## src/rtl/lock_pkg.sv

```systemverilog
// Shared definitions for the combination-lock digit interface: sender FSM
// states and the active-low 7-segment encoding used by the lock display.
package lock_pkg;

  typedef enum logic [1:0] {
    ST_IDLE = 2'd0,
    ST_SEND = 2'd1,
    ST_GAP  = 2'd2,
    ST_DONE = 2'd3
  } sender_state_t;

  // Segment order is {a,b,c,d,e,f,g}; a 0 lights the segment.
  localparam logic [6:0] SEG_BLANK = 7'b1111111;
  localparam logic [6:0] SEG_C     = 7'b0110001;
  localparam logic [6:0] SEG_E     = 7'b0110000;
  localparam logic [6:0] SEG_L     = 7'b1110001;
  localparam logic [6:0] SEG_P     = 7'b0011000;

  function automatic logic [6:0] bcd_to_seg(input logic [3:0] bcd);
    logic [6:0] seg;
    case (bcd)
      4'd0:    seg = 7'b0000001;
      4'd1:    seg = 7'b1001111;
      4'd2:    seg = 7'b0010010;
      4'd3:    seg = 7'b0000110;
      4'd4:    seg = 7'b1001100;
      4'd5:    seg = 7'b0100100;
      4'd6:    seg = 7'b0100000;
      4'd7:    seg = 7'b0001111;
      4'd8:    seg = 7'b0000000;
      4'd9:    seg = 7'b0000100;
      default: seg = SEG_BLANK;
    endcase
    return seg;
  endfunction

endpackage

```

## src/rtl/seg7_bcd.sv

```systemverilog
// Combinational BCD to active-low 7-segment decoder; non-BCD codes show blank.
module seg7_bcd
  import lock_pkg::*;
(
  input  logic [3:0] bcd_i,
  output logic [6:0] seg_o
);

  always_comb begin
    seg_o = bcd_to_seg(bcd_i);
  end

endmodule

```

## src/rtl/lock_code_sender.sv

```systemverilog
// Plays a stored BCD code out to the lock one digit per valid/ready handshake,
// with optional idle gaps between digits and a registered 7-segment echo.
module lock_code_sender
  import lock_pkg::*;
#(
  parameter int                          NUM_DIGITS   = 6,
  parameter logic [4*NUM_DIGITS-1:0]     DEFAULT_CODE = 24'h211525,
  parameter int                          GAP_CYCLES   = 2
) (
  input  logic                           clock,
  input  logic                           reset,
  input  logic [4*NUM_DIGITS-1:0]        code_in,
  input  logic                           load,
  input  logic                           start,
  input  logic                           abort,
  output logic [3:0]                     digit_out,
  output logic                           digit_valid,
  input  logic                           digit_ready,
  output logic                           busy,
  output logic                           done,
  output logic                           load_err,
  output logic [$clog2(NUM_DIGITS)-1:0]  digit_idx,
  output logic [6:0]                     hex_out,
  output sender_state_t                  state_dbg
);

  localparam int IDX_W = $clog2(NUM_DIGITS);
  localparam int GAP_W = (GAP_CYCLES > 1) ? $clog2(GAP_CYCLES) : 1;
  localparam logic [GAP_W-1:0] GAP_LOAD = (GAP_CYCLES > 0) ? GAP_W'(GAP_CYCLES - 1) : '0;
  localparam logic [IDX_W-1:0] LAST_IDX = IDX_W'(NUM_DIGITS - 1);

  // Handshake: a digit is accepted on any rising edge where digit_valid and
  // digit_ready are both high; digit_out/digit_valid stay put until then.

  sender_state_t             state_q;
  logic [4*NUM_DIGITS-1:0]   code_q;
  logic [IDX_W-1:0]          idx_q;
  logic [GAP_W-1:0]          gap_q;
  logic [3:0]                digit_q;
  logic                      valid_q;
  logic                      busy_q;
  logic                      done_q;
  logic                      err_q;
  logic [6:0]                hex_q;

  logic [IDX_W-1:0]          sel_d;
  logic [3:0]                digit_d;
  logic [6:0]                seg_d;
  logic                      load_ok_d;
  logic                      handshake;

  // The only digit ever needed next is the first (leaving IDLE) or idx+1.
  always_comb begin
    sel_d = (state_q == ST_IDLE) ? '0 : idx_q + IDX_W'(1);
    digit_d = 4'd0;
    for (int i = 0; i < NUM_DIGITS; i++) begin
      if (sel_d == IDX_W'(i)) digit_d = code_q[4*(NUM_DIGITS-1-i) +: 4];
    end
    load_ok_d = 1'b1;
    for (int i = 0; i < NUM_DIGITS; i++) begin
      if (code_in[4*i +: 4] > 4'd9) load_ok_d = 1'b0;
    end
  end

  seg7_bcd u_seg (
    .bcd_i (digit_d),
    .seg_o (seg_d)
  );

  assign handshake = valid_q & digit_ready;

  always_ff @(posedge clock) begin
    if (reset) begin
      state_q <= ST_IDLE;
      code_q  <= DEFAULT_CODE;
      idx_q   <= '0;
      gap_q   <= '0;
      digit_q <= 4'd0;
      valid_q <= 1'b0;
      busy_q  <= 1'b0;
      done_q  <= 1'b0;
      err_q   <= 1'b0;
      hex_q   <= SEG_BLANK;
    end else begin
      done_q <= 1'b0;
      err_q  <= 1'b0;
      case (state_q)
        ST_IDLE: begin
          if (load) begin
            if (load_ok_d) code_q <= code_in;
            else           err_q  <= 1'b1;
          end else if (start) begin
            state_q <= ST_SEND;
            idx_q   <= '0;
            digit_q <= digit_d;
            hex_q   <= seg_d;
            valid_q <= 1'b1;
            busy_q  <= 1'b1;
          end
        end
        ST_SEND: begin
          if (abort) begin
            state_q <= ST_IDLE;
            idx_q   <= '0;
            valid_q <= 1'b0;
            busy_q  <= 1'b0;
            hex_q   <= SEG_BLANK;
          end else if (handshake) begin
            if (idx_q == LAST_IDX) begin
              state_q <= ST_DONE;
              idx_q   <= '0;
              valid_q <= 1'b0;
              busy_q  <= 1'b0;
              done_q  <= 1'b1;
              hex_q   <= SEG_BLANK;
            end else begin
              idx_q   <= idx_q + IDX_W'(1);
              digit_q <= digit_d;
              hex_q   <= seg_d;
              if (GAP_CYCLES > 0) begin
                state_q <= ST_GAP;
                valid_q <= 1'b0;
                gap_q   <= GAP_LOAD;
              end
            end
          end
        end
        ST_GAP: begin
          if (abort) begin
            state_q <= ST_IDLE;
            idx_q   <= '0;
            valid_q <= 1'b0;
            busy_q  <= 1'b0;
            hex_q   <= SEG_BLANK;
          end else if (gap_q == '0) begin
            state_q <= ST_SEND;
            valid_q <= 1'b1;
          end else begin
            gap_q <= gap_q - GAP_W'(1);
          end
        end
        ST_DONE: begin
          state_q <= ST_IDLE;
        end
        default: begin
          state_q <= ST_IDLE;
        end
      endcase
    end
  end

  assign digit_out   = digit_q;
  assign digit_valid = valid_q;
  assign busy        = busy_q;
  assign done        = done_q;
  assign load_err    = err_q;
  assign digit_idx   = idx_q;
  assign hex_out     = hex_q;
  assign state_dbg   = state_q;

endmodule

```

## config.mk

```make
export PLATFORM = sky130hd
export DESIGN_NAME = lock_code_sender
export DESIGN_NICKNAME = d
export VERILOG_FILES = /design/src/rtl/lock_pkg.sv /design/src/rtl/seg7_bcd.sv /design/src/rtl/lock_code_sender.sv
export SDC_FILE = /design/constraint.sdc
export NUM_CORES = 1
export LEC_CHECK = 0
export CORE_MARGIN = 2
export CORE_UTILIZATION = 51
export CTS_CLUSTER_SIZE = 16
export DETAILED_ROUTE_END_ITERATION = 12
export GPL_TIMING_DRIVEN = 0
export PLACE_DENSITY = 0.76
export SETUP_SLACK_MARGIN = 0.05
export SYNTH_ARGS = -nofsm -noshare
export SYNTH_HDL_FRONTEND = slang
export SYNTH_SLANG_ARGS = --single-unit
```

## constraint.sdc

```tcl
create_clock -name clock -period 2.6 [get_ports clock]
set_input_delay 0.26 -clock clock [delete_from_list [all_inputs] [get_ports clock]]
set_output_delay 0.26 -clock clock [all_outputs]
set_load 0.01 [all_outputs]
```

==> results.cfg, run 1 <==
[run_status]
run_status = finished, final reports clean

[timing]
max_freq_ghz = 0.409
min_period_ps = 2450
period_share = 0.941
rsz0062_at_grt = true
setup_viol = 0
timing.hold.ws_ps = 479
timing.clock.skew_ps = 6.69
final_max_slew_viol_count = 0
timing_worst_slew_pin_value_ps = 698
slew_headroom = 0.534
final_hold_viol_count = 0

[drt]
drt_pre_antenna_iters = 4
number_of_design_rule_violations_left_after_detail_routing = 0
routed_wl_um = 6260
initialDrtViolationCount = 130
detailroute.via_count = 2336
drt-wirelength-per-cell_um = 15.3
route.detailed.vias_per_inst = 5.73
ant_nets = 0

[die]
row_count = 25
top_level_ports = 50
dieHeight_um = 73.7
dieWidth_um = 73.7
core-area_um2 = 4690
initial_core_util = 0.528
area_enclosed_by_the_die_boundary_um2 = 5430

[worst_setup_path]
timing.critical_path.arrival_ps = 2600
critical_path.startpoint = state_dbg[1]$_SDFFE_PP0P_
worst-path-buf-inv = 4
critPathMaxFanout = 9
critPathTopFamily = compound AO/OA/AOI/OAI gates
timing.critical_path.required_ps = 2750
crit_path_cell_trace = inv_2 > ha_1 > buf_4 > nand3b_1 > nor2_1 > a221o_1 > o22a_2 > inv_1 > ha_2 > inv_1 > o221ai_2 > a41oi_1
critPathMaxStageDelay_ps = 360
startpoint_type = flip-flop
crit_path_frequent_cell = sky130_fd_sc_hd__inv_1
reg2reg_from = state_dbg[1]$_SDFFE_PP0P_
critPathKind = reg2reg
critPathCaptureType = flip-flop
timing.critical_path.slowest_stage_cell = sky130_fd_sc_hd__dfxtp_4

[yosys]
synth_top_family_by_area = compound AO/OA/AOI/OAI gates
synthAdderAreaFrac = 0.0606
most_instantiated_flip_flop_cell_in_the_synthesis_netlist = sky130_fd_sc_hd__dfxtp_1
synth-seq-area-share = 0.364
synth.lib_cells_used.distinct = 57
synthDominantCellAreaShare = 0.364
synth-simple-area-share = 0.203
synth_async_sr_flop_share = 0
syn_inst = 284
synth.area.mux_share = 0.106
synth-compound-area-share = 0.207
ys_seq_elements = 45
yosys-top-cells-area = sky130_fd_sc_hd__dfxtp_1, sky130_fd_sc_hd__mux2i_1, sky130_fd_sc_hd__ha_1
synth_xor_xnor_area_share = 0.0136
synthesis.area_um2 = 2480
yosysTopAreaCell = sky130_fd_sc_hd__dfxtp_1
synth_edf_count = 0
syn_avg_cell_area_um2 = 8.72
yosys_warnings = 0
synth_fp_nets = 326

[global_routing]
grt_pass1_wl_um = 10100
first_global_vias = 2132
grtUsageTotal = 0.242
grt_antenna_before_repair = 0
grt_use_met2 = 0.382
largest_net_degree_at_the_start_of_global_routing = 14
grt-ovfl-total = 0
gr-max-usage-layer = met2
use_met3 = 0.0439
grtUsageMet1 = 0.325

[clock_network]
cts.clk_slew.worst_paths_ps = 80
cts_buffer_depth = 2
worstSkewPairLatency_ps = 300
clock-sinks = 45
htree_num_levels = 2
clock_tree.root_cell = sky130_fd_sc_hd__clkbuf_8
tritoncts.num_buffers = 5
cts_tree = done

[finish]
most_frequent_cells_in_the_layout = sky130_fd_sc_hd__clkdlybuf4s50_1, sky130_fd_sc_hd__dfxtp_1, sky130_fd_sc_hd__nor2_1
fillers = 381
mostFrequentLayoutCell = sky130_fd_sc_hd__clkdlybuf4s50_1
area.growth.synth_to_final_pct = 37.4
finish.net_count = 395
post_route_cells_drive_above_1_share = 0.178
n_antenna_cell = 0

[hold_path]
worst_hold_startpoint = hex_out[5]$_SDFFE_PP1P_
holdCritPathClass = reg2reg

[power_and_ir_drop]
overall_power_mw = 2.00
power.static_leakage_nw = 1.26
vdd.ir_drop.worst_v = 0.000278
powerDensity_nw_per_um2 = 587

[placement]
dp_hpwl_um = 4570
port_buffers = 49
gp_congestion = 0.884

[flow_run]
maxCapViolCount = 0
==> cell usage after synthesis (8+ instances only) <==
master / instances
sky130_fd_sc_hd__nor2_1: 40
sky130_fd_sc_hd__nand2_1: 16
sky130_fd_sc_hd__nor3_1: 10
sky130_fd_sc_hd__nor2b_1: 11
sky130_fd_sc_hd__mux2i_1: 24
sky130_fd_sc_hd__dfxtp_1: 45
sky130_fd_sc_hd__buf_2: 8
sky130_fd_sc_hd__ha_1: 12
sky130_fd_sc_hd__inv_1: 10
sky130_fd_sc_hd__a21oi_1: 13
sky130_fd_sc_hd__o21ai_0: 9
sky130_fd_sc_hd__a211o_1: 8
==> layer usage <==
layer / share of wire / wire length (um)
met4: 0.0070 / 44
met5: 0 / 0
met1: 0.45 / 2840
met2: 0.48 / 3020
met3: 0.056 / 351
==> report_power, final <==
group	internal (mW)	switching, mW	total, mW
clock	0.190	0.234	0.424
sequential	0.766	0.0415	0.807
combinational	0.389	0.378	0.767
total	1.34	0.654	2.00
==> timing repair <==
item,in CTS,in global routing
setup buffers,2,11
pin swaps,1,3
resized for setup,21,29
setup endpoints to repair,24,26
endpoints found under the hold margin,0,0
hold buffers,0,0
gates cloned,0,0
==> final cells by class <==
class / count / area, um^2 / share of cell area
sequential: 45 / 913 / 0.268
multi-input combinational: 212 / 1600 / 0.470
buffer: 16 / 110 / 0.0324
inverter: 11 / 41.3 / 0.0121
tap: 54 / 67.6 / 0.0199
clock buffer: 7 / 76.3 / 0.0224
timing repair buffer: 62 / 588 / 0.173
clock inverter: 1 / 7.51 / 0.00221
==> through the flow <==
step / cells / instance area, um^2 / TNS [ps] / util / worst slack [ps]
final: 408 / 3400 / 0 / 0.725 / 153
after global routing: 408 / 3400 / 0 / 0.725 / 8.95
after CTS: 397 / 3200 / 0 / 0.682 / 53.5
after detailed placement: 387 / 3030 / -2250 / 0.647 / -181
after global placement: 387 / 3030 / -1840 / 0.647 / -148
after floorplan: 284 / 2480 / 0 / - / 161
==> worst paths after layout <==
path | to | slack, ps | cells after the start
max | hex_out[2]$_SDFFE_PP1P_ | 150 | 12
min | hex_out[5]$_SDFFE_PP1P_ | 480 | 2
max reg2reg | hex_out[2]$_SDFFE_PP1P_ | 150 | 12
min reg2reg | hex_out[5]$_SDFFE_PP1P_ | 480 | 2
==> sequential cells by signal, indices dropped and copies added (netlist names) <==
name	flops
digit_valid	1
busy	1
code_q	24
state_dbg	2
load_err	1
digit_out	4
gap_q	1
done	1
digit_idx	3
hex_out	7
==> cell families (layout without fill, tap and decap cells) <==
group / count (synthesis) / count (layout)
buffers and inverters: 27 / 97
AOI/OAI and AO/OA: 68 / 68
adders and majority gates: 12 / 12
xor gates and xnor gates: 3 / 3
and+or+nand+nor: 103 / 103
DFF: 45 / 45
muxes: 26 / 26
==> tightest hold or removal path: stages, from the launching register on <==
cell	delay, ps
sky130_fd_sc_hd__dfxtp_1	330
sky130_fd_sc_hd__nand2_1	60
sky130_fd_sc_hd__o311ai_2	60
Note: power is estimated with default switching activity, not from simulation.
==> run 2, diff against run 1 <==
- GPL_TIMING_DRIVEN: 0 -> 1
==> run 2 against run 1 <==
- register-to-register slack got worse by 20 ps
- largest cell class unchanged
- hold slack got worse by 3.5 ps
- power fell by 0.86%
- die area did not move
- clock-buffer cell count did not move
- critical path depth fell by 2
- sequential power barely moved
- highest routed layer unchanged
==> results.cfg, run 2 (synthesis gave the netlist of run 1 again) <==
[run_status]
run_status = finished, final reports clean

[die]
area_enclosed_by_the_die_boundary_um2 = 5430
core-area_um2 = 4690
initial_core_util = 0.528
top_level_ports = 50
dieHeight_um = 73.7
dieWidth_um = 73.7
row_count = 25

[clock_network]
htree_num_levels = 2
clock_tree.root_cell = sky130_fd_sc_hd__clkbuf_8
tritoncts.num_buffers = 5
cts_tree = done
cts-hold-fix-buffers = 0
worstSkewPairLatency_ps = 300
clock-sinks = 45
cts.clk_slew.worst_paths_ps = 80
cts_buffer_depth = 2

[worst_setup_path]
crit_path_cell_trace = inv_1 > ha_1 > nor4b_2 > and2_1 > buf_4 > o31a_1 > a31oi_4 > buf_4 > mux2i_1 > o211ai_2
timing.critical_path.required_ps = 2780
critPathMaxStageDelay_ps = 380
critPathMaxFanout = 6
critPathCaptureType = flip-flop
startpoint_type = flip-flop
crit_path_frequent_cell = sky130_fd_sc_hd__buf_4
worst-path-buf-inv = 3
critPathKind = reg2reg
timing.critical_path.arrival_ps = 2650
critPathTopFamily = compound AO/OA/AOI/OAI gates
timing.critical_path.slowest_stage_cell = sky130_fd_sc_hd__dfxtp_4

[global_routing]
first_global_vias = 2099
grt-ovfl-total = 0
grt_use_met2 = 0.358
grt_antenna_before_repair = 0
use_met3 = 0.0439
grt_pass1_wl_um = 9560
grtUsageMet1 = 0.296
largest_net_degree_at_the_start_of_global_routing = 23
gr-max-usage-layer = met2
grtUsageTotal = 0.224

[power_and_ir_drop]
powerDensity_nw_per_um2 = 597
power.static_leakage_nw = 1.24
vdd.ir_drop.worst_v = 0.000372

[drt]
route.detailed.vias_per_inst = 5.70
detailroute.via_count = 2298
drt-wirelength-per-cell_um = 14.9
initialDrtViolationCount = 103
ant_nets = 0
drt_pre_antenna_iters = 4
number_of_design_rule_violations_left_after_detail_routing = 0
routed_wl_um = 6010

[timing]
period_share = 0.948
final_max_slew_viol_count = 0
timing.clock.skew_ps = 6.19
slew_headroom = 0.531
final.setup.worst_slack_ps = 136
final_hold_viol_count = 0
rsz0062_at_grt = false
max_freq_ghz = 0.406
min_period_ps = 2460
setup_viol = 0
timing_worst_slew_pin_value_ps = 703
totalNegativeSetupSlack_ps = 0

[finish]
finish.net_count = 391
multiInputGateArea_um2 = 1540
n_antenna_cell = 0
mostFrequentLayoutCell = sky130_fd_sc_hd__clkdlybuf4s50_1
largest_reg_flops = 24
area.growth.synth_to_final_pct = 34.1
post_route_cells_drive_above_1_share = 0.166
fillers = 395
most_frequent_cells_in_the_layout = sky130_fd_sc_hd__clkdlybuf4s50_1, sky130_fd_sc_hd__dfxtp_1, sky130_fd_sc_hd__nor2_1
final-seq-area_um2 = 907
top_register = code_q

[placement]
detailedPlace.worstSlack_ps = 14.0
port_buffers = 49
gp_congestion = 0.944
dp_hpwl_um = 4430

[flow_run]
maxCapViolCount = 0

[hold_path]
holdCritPathClass = reg2reg
run 2: metrics by stage:
step	instance area [um^2]	hold WS (ps)	total power [mW]	utilization	instances
final	3320	475	1.98	0.707	403
after CTS	3250	477	1.96	0.692	401
after global placement	3140	453	1.51	0.669	394
after floorplan	2480	337	1.22	-	284
after detailed placement	3140	453	1.52	0.669	394
after global routing	3320	488	2.09	0.707	403
run 2: cell type report:
class                      count  share of cell area
multi-input combinational    212               0.462
sequential                    45               0.273
timing repair buffer          74               0.205
clock buffer                   7              0.0260
tap                           54              0.0204
inverter                      11              0.0124
run 2: metal layers:
metal | up-vias | wire length (um)
met3 | 12 | 348
li1 | 1153 | -
met2 | 67 | 2850
met1 | 1066 | 2710
met5 | - | 0
met4 | 0 | 98
run 2: what timing repair did:
action | in CTS | in global routing
endpoints found under the setup margin | 3 | 8
setup buffers | 0 | 2
hold endpoints to repair | 0 | 0
gates resized for setup | 4 | 18
pin swaps | 0 | 2
run 2: final timing paths:
check	slack [ps]	start	endpoint	cells after the start
max reg2reg	140	digit_idx[1]$_SDFFE_PP0P_	hex_out[3]$_SDFFE_PP1P_	10
min reg2reg	480	hex_out[3]$_SDFFE_PP1P_	hex_out[3]$_SDFFE_PP1P_	2
max	140	digit_idx[1]$_SDFFE_PP0P_	hex_out[3]$_SDFFE_PP1P_	10
min	480	hex_out[3]$_SDFFE_PP1P_	hex_out[3]$_SDFFE_PP1P_	2
run 2: worst min-delay path, stage by stage, from the launching register on:
cell and delay [ps]:
sky130_fd_sc_hd__dfxtp_1 340, sky130_fd_sc_hd__nand2_1 60, sky130_fd_sc_hd__o211ai_2 50
run 2: power by group:
group | switching [mW] | internal, mW
Clock | 0.227 | 0.211
Combinational | 0.359 | 0.375
Sequential | 0.0438 | 0.766
==> run 3, diff against run 2 <==
- REMOVE_ABC_BUFFERS: default -> 1
==> run 3 against run 2 <==
- clock power about the same
- sequential cell count did not move
- global-route usage grew 0.71 points
- sequential power is essentially flat
- register-to-register slack got worse by 20 ps
- cell count fell by 0.25%
- first-iteration DRC count up 14%
- design area is 1.4% higher
- sequential share of layout area shrank 0.37 points
- fmax decreased by 1.0%
==> results.cfg, run 3 (synthesis gave the netlist of run 1 again) <==
[run_status]
run_status = finished, final reports clean

[die]
initial_core_util = 0.528
top_level_ports = 50
core-area_um2 = 4690
dieHeight_um = 73.7
area_enclosed_by_the_die_boundary_um2 = 5430
row_count = 25
dieWidth_um = 73.7

[timing]
setup_viol = 0
max_freq_ghz = 0.402
final_max_slew_viol_count = 0
totalNegativeSetupSlack_ps = 0
min_period_ps = 2490
timing.clock.skew_ps = 6.03
timing_worst_slew_pin_value_ps = 629
final_hold_viol_count = 0
period_share = 0.957
slew_headroom = 0.580

[clock_network]
htree_num_levels = 2
worstSkewPairLatency_ps = 300
clock_tree.root_cell = sky130_fd_sc_hd__clkbuf_8
cts_buffer_depth = 2
cts-hold-fix-buffers = 0
cts_tree = done
cts.clk_slew.worst_paths_ps = 80
tritoncts.num_buffers = 5
clock-sinks = 45

[placement]
dp_hpwl_um = 4450
gp_congestion = 0.976
port_buffers = 49
placedInstanceArea_um2 = 3140

[worst_setup_path]
startpoint_type = flip-flop
critPathKind = reg2reg
critPathMaxFanout = 8
r2r.worst_path.cells = 10
timing.critical_path.arrival_ps = 2690
critPathCaptureType = flip-flop
reg2reg_from = digit_idx[0]$_SDFFE_PP0P_
rrSetupSlack_ps = 110
timing.critical_path.required_ps = 2800
endpoint_of_the_worst_register_to_register_path = hex_out[0]$_SDFFE_PP1P_

[global_routing]
grt_pass1_wl_um = 9800
grt_antenna_before_repair = 0
grtUsageTotal = 0.231
grt-ovfl-total = 0
largest_net_degree_at_the_start_of_global_routing = 35
first_global_vias = 2126

[finish]
mostFrequentLayoutCell = sky130_fd_sc_hd__clkdlybuf4s50_1
post_route_cells_drive_above_1_share = 0.158
n_antenna_cell = 0
stdcell_area_um2 = 3360
most_frequent_cells_in_the_layout = sky130_fd_sc_hd__clkdlybuf4s50_1, sky130_fd_sc_hd__dfxtp_1, sky130_fd_sc_hd__nor2_1
multiInputGateArea_um2 = 1570
fillers = 367
top_register = code_q
final-seq-area_um2 = 907
area.growth.synth_to_final_pct = 35.9
finish.net_count = 390
largest_reg_flops = 24

[flow_run]
maxCapViolCount = 0

[drt]
route.detailed.vias_per_inst = 5.67
drt_pre_antenna_iters = 4
drt-wirelength-per-cell_um = 14.9
number_of_design_rule_violations_left_after_detail_routing = 0
detailroute.via_count = 2280
initialDrtViolationCount = 117
routed_wl_um = 6010
ant_nets = 0

[hold_path]
min_path_cells = 2
holdCritPathClass = reg2reg
worst_hold_startpoint = hex_out[3]$_SDFFE_PP1P_
hold_end = hex_out[3]$_SDFFE_PP1P_

[power_and_ir_drop]
power.static_leakage_nw = 1.26
powerDensity_nw_per_um2 = 588
vdd.ir_drop.worst_v = 0.000385
-- run 3: worst max path at each step --
stage                     cells after the start                       from                 endpoint
after floorplan                               6  state_dbg[0]$_SDFFE_PP0P_   code_q[0]$_SDFFE_PP1P_
after global placement                       10  digit_idx[1]$_SDFFE_PP0P_  hex_out[0]$_SDFFE_PP1P_
after detailed placement                     12  digit_idx[1]$_SDFFE_PP0P_  hex_out[2]$_SDFFE_PP1P_
after CTS                                    12  digit_idx[0]$_SDFFE_PP0P_  hex_out[2]$_SDFFE_PP1P_
after global routing                         12  state_dbg[0]$_SDFFE_PP0P_  hex_out[2]$_SDFFE_PP1P_
final                                        10  digit_idx[0]$_SDFFE_PP0P_  hex_out[0]$_SDFFE_PP1P_
-- run 3: cell type report --
cell class              instances  area share
clock buffers                   7      0.0257
inverters                      11      0.0123
multi-input cells             212       0.466
flip-flops and latches         45       0.270
well taps                      54      0.0201
repair buffers                 73       0.207
-- run 3: worst max-delay path, cell delays in order (launching register included) --
cell and delay (ps):
sky130_fd_sc_hd__dfxtp_4 370, sky130_fd_sc_hd__ha_1 220, sky130_fd_sc_hd__xor2_1 160, sky130_fd_sc_hd__buf_4 200
sky130_fd_sc_hd__and2_1 160, sky130_fd_sc_hd__buf_4 150, sky130_fd_sc_hd__or3_1 410, sky130_fd_sc_hd__o21ai_4 280
sky130_fd_sc_hd__xnor2_2 140, sky130_fd_sc_hd__nand3_1 90, sky130_fd_sc_hd__a22o_1 210
-- run 3: power by group --
| part | internal (mW) | switching [mW] | total, mW |
|---|---|---|---|
| clock | 0.211 | 0.231 | 0.442 |
| sequential | 0.766 | 0.0424 | 0.808 |
| combinational | 0.374 | 0.354 | 0.728 |
-- run 3: timing repair --
action                                 in CTS  in global routing
buffers inserted                            0                  3
pin swaps                                   0                  1
gates resized for setup                     5                 16
cloned                                      0                  0
endpoints found under the hold margin       0                  0
setup endpoints to repair                   3                  8
-- run 3: routing by layer --
metal  GRT usage  routed length, um  vias up
li1            -                  -     1147
met1       0.307               2840     1062
met2       0.378               2810       62
met3      0.0412                264        9
met4      0.0747                 89        0
met5           0                  0        -
-- run 3: through the flow --
step	power, mW	hold slack, ps	instances	utilization	worst slack [ps]
after global routing	2.09	512	402	0.717	-0.605
after global placement	1.49	456	392	0.668	96.9
after CTS	1.96	482	399	0.692	60.6
after detailed placement	1.50	462	392	0.668	42.6
after floorplan	1.20	329	268	-	-1370
final	1.98	483	402	0.717	112
==> RTL edit: new RTL, flow settings as in run 1 <==
`GAP_CYCLES`: 2 -> 1.
--- a/src/rtl/lock_code_sender.sv
+++ b/src/rtl/lock_code_sender.sv
@@ -6,5 +6,5 @@
   parameter int                          NUM_DIGITS   = 6,
   parameter logic [4*NUM_DIGITS-1:0]     DEFAULT_CODE = 24'h211525,
-  parameter int                          GAP_CYCLES   = 2
+  parameter int                          GAP_CYCLES   = 1
 ) (
   input  logic                           clock,
Check against the original RTL: not equivalent (Yosys sat finds a counterexample within 4 cycles, from zero or initial values and one cycle with reset high).
==> RTL edit against run 1 <==
Design area shrank 0.85%. Utilization shrank 0.61 points. Critical path depth shrank 2. Synthesized area shrank 0.66%. Worst setup slack lost 0.12 ns. Sequential cell count shrank 1. Wire length grew 2.6%. Power shrank 11%. Highest routed layer unchanged.
==> RTL edit: results (changes against run 1) <==
Outcome
  • Outcome: completed

Power and ir drop
  • Static Leakage: 1.25 nW (-0.68%)
  • Peak supply drop: 0.000354 V (+27%)

Global routing
  • Met2 capacity usage during global routing: 39.5% (+1.3 points)
  • Met1 GRT Util: 32.1% (-0.38 points)
  • First-pass GRT wire length: 10200 um (+0.54%)
  • Global routing met3 resource utilization: 5.76% (+1.4 points)
  • Vias in the first global route: 2134 (+0.094%)
  • Overall routing resource usage: 24.6% (+0.41 points)

Cells and area
  • Post-layout nets: 385 (-2.5%)
  • Layout cells sized above 1: 18.4% (+0.57 points)
  • Final Instance Count excl. Fillers: 397 (-2.7%)
  • Layout filler cell count: 372 (-2.4%)

Timing
  • Clock skew after layout: 0.00415 ns (-0.00254 ns)
  • Hold Slack: 0.481 ns (+0.00280 ns)
  • Transition time of the tightest slew-check pin: 0.597 ns (-0.100 ns)

Setup path
  • Logic depth of the worst register-to-register path: 10 (-2)
  • Launch point of the critical path: digit_idx[1]$_SDFFE_PP0P_
  • Startpoint of the worst-slack reg-to-reg timing path: digit_idx[1]$_SDFFE_PP0P_
  • Worst stage delay on the critical path: 0.38 ns (+0.02 ns)
  • Arrival time of data at the critical path endpoint: 2.75 ns (+0.15 ns)
  • RR Endpoint: hex_out[6]$_SDFFE_PP1P_
  • Critical-path maximum fanout: 6 (-3)

Detailed routing
  • Met2 Wirelength: 3000 um (-0.83%)
  • Final WL: 6420 um (+2.6%)
  • Number of DRC markers after the initial detailed-route iteration: 152 (+17%)
  • Detailed-routing wirelength on met1: 2900 um (+2.1%)
  • Detailed route wirelength on metal3: 430 um (+23%)
  • Mean number of vias per cell: 5.87 (+2.6%)

Synth
  • Adder-cell share of the synthesized area: 6.10% (+0.040 points)
  • Average instance area after synthesis: 8.94 um2 (+2.6%)
  • Net Count, Synth: 317 (-2.8%)
  • Portion of netlist area occupied by mux cells: 12.7% (+2.1 points)
  • Xor and xnor fraction of the mapped netlist area: 1.68% (+0.31 points)
  • Compound-cell area share of the yosys netlist: 20.6% (-0.067 points)
  • Synth cell count leaders: sky130_fd_sc_hd__dfxtp_1, sky130_fd_sc_hd__nor2_1, sky130_fd_sc_hd__mux2i_1, sky130_fd_sc_hd__nand2_1, sky130_fd_sc_hd__inv_1
  • Part of the Yosys area used for sequential elements: 35.8% (-0.57 points)

Placement
  • Instance area at placement: 3110 um2 (+2.5%)
  • Final HPWL DP: 4680 um (+2.5%)
  • Worst slack at placement: -0.382 ns (-0.201 ns)

Worst hold path
  • Hold Crit Endpoint: code_q[16]$_SDFFE_PP1P_
[RTL edit: power breakdown]
part / switching, mW / internal (mW) / total, mW
Clock: 0.225 / 0.183 / 0.408
Combinational: 0.323 / 0.310 / 0.633
Sequential: 0.0283 / 0.719 / 0.747
Total: 0.576 / 1.21 / 1.79
[RTL edit: area by class of cell]
cell class / instances / area, um2 / area share (%)
Timing Repair Buffer: 61 / 587 / 17.4
Tap cell: 54 / 67.6 / 2.00
Multi-Input combinational cell: 205 / 1610 / 47.7
Clock inverter: 1 / 5.00 / 0.148
Clock buffer: 6 / 72.6 / 2.15
Sequential cell: 44 / 895 / 26.5
Buffer: 12 / 86.3 / 2.56
Inverter: 14 / 52.6 / 1.56
[RTL edit: repair_timing]
action	4_1_cts	5_1_grt
setup buffers	7	4
hold buffers	0	0
setup endpoints to repair	27	9
gates cloned	1	0
pin swaps	10	8
resized for setup	13	10
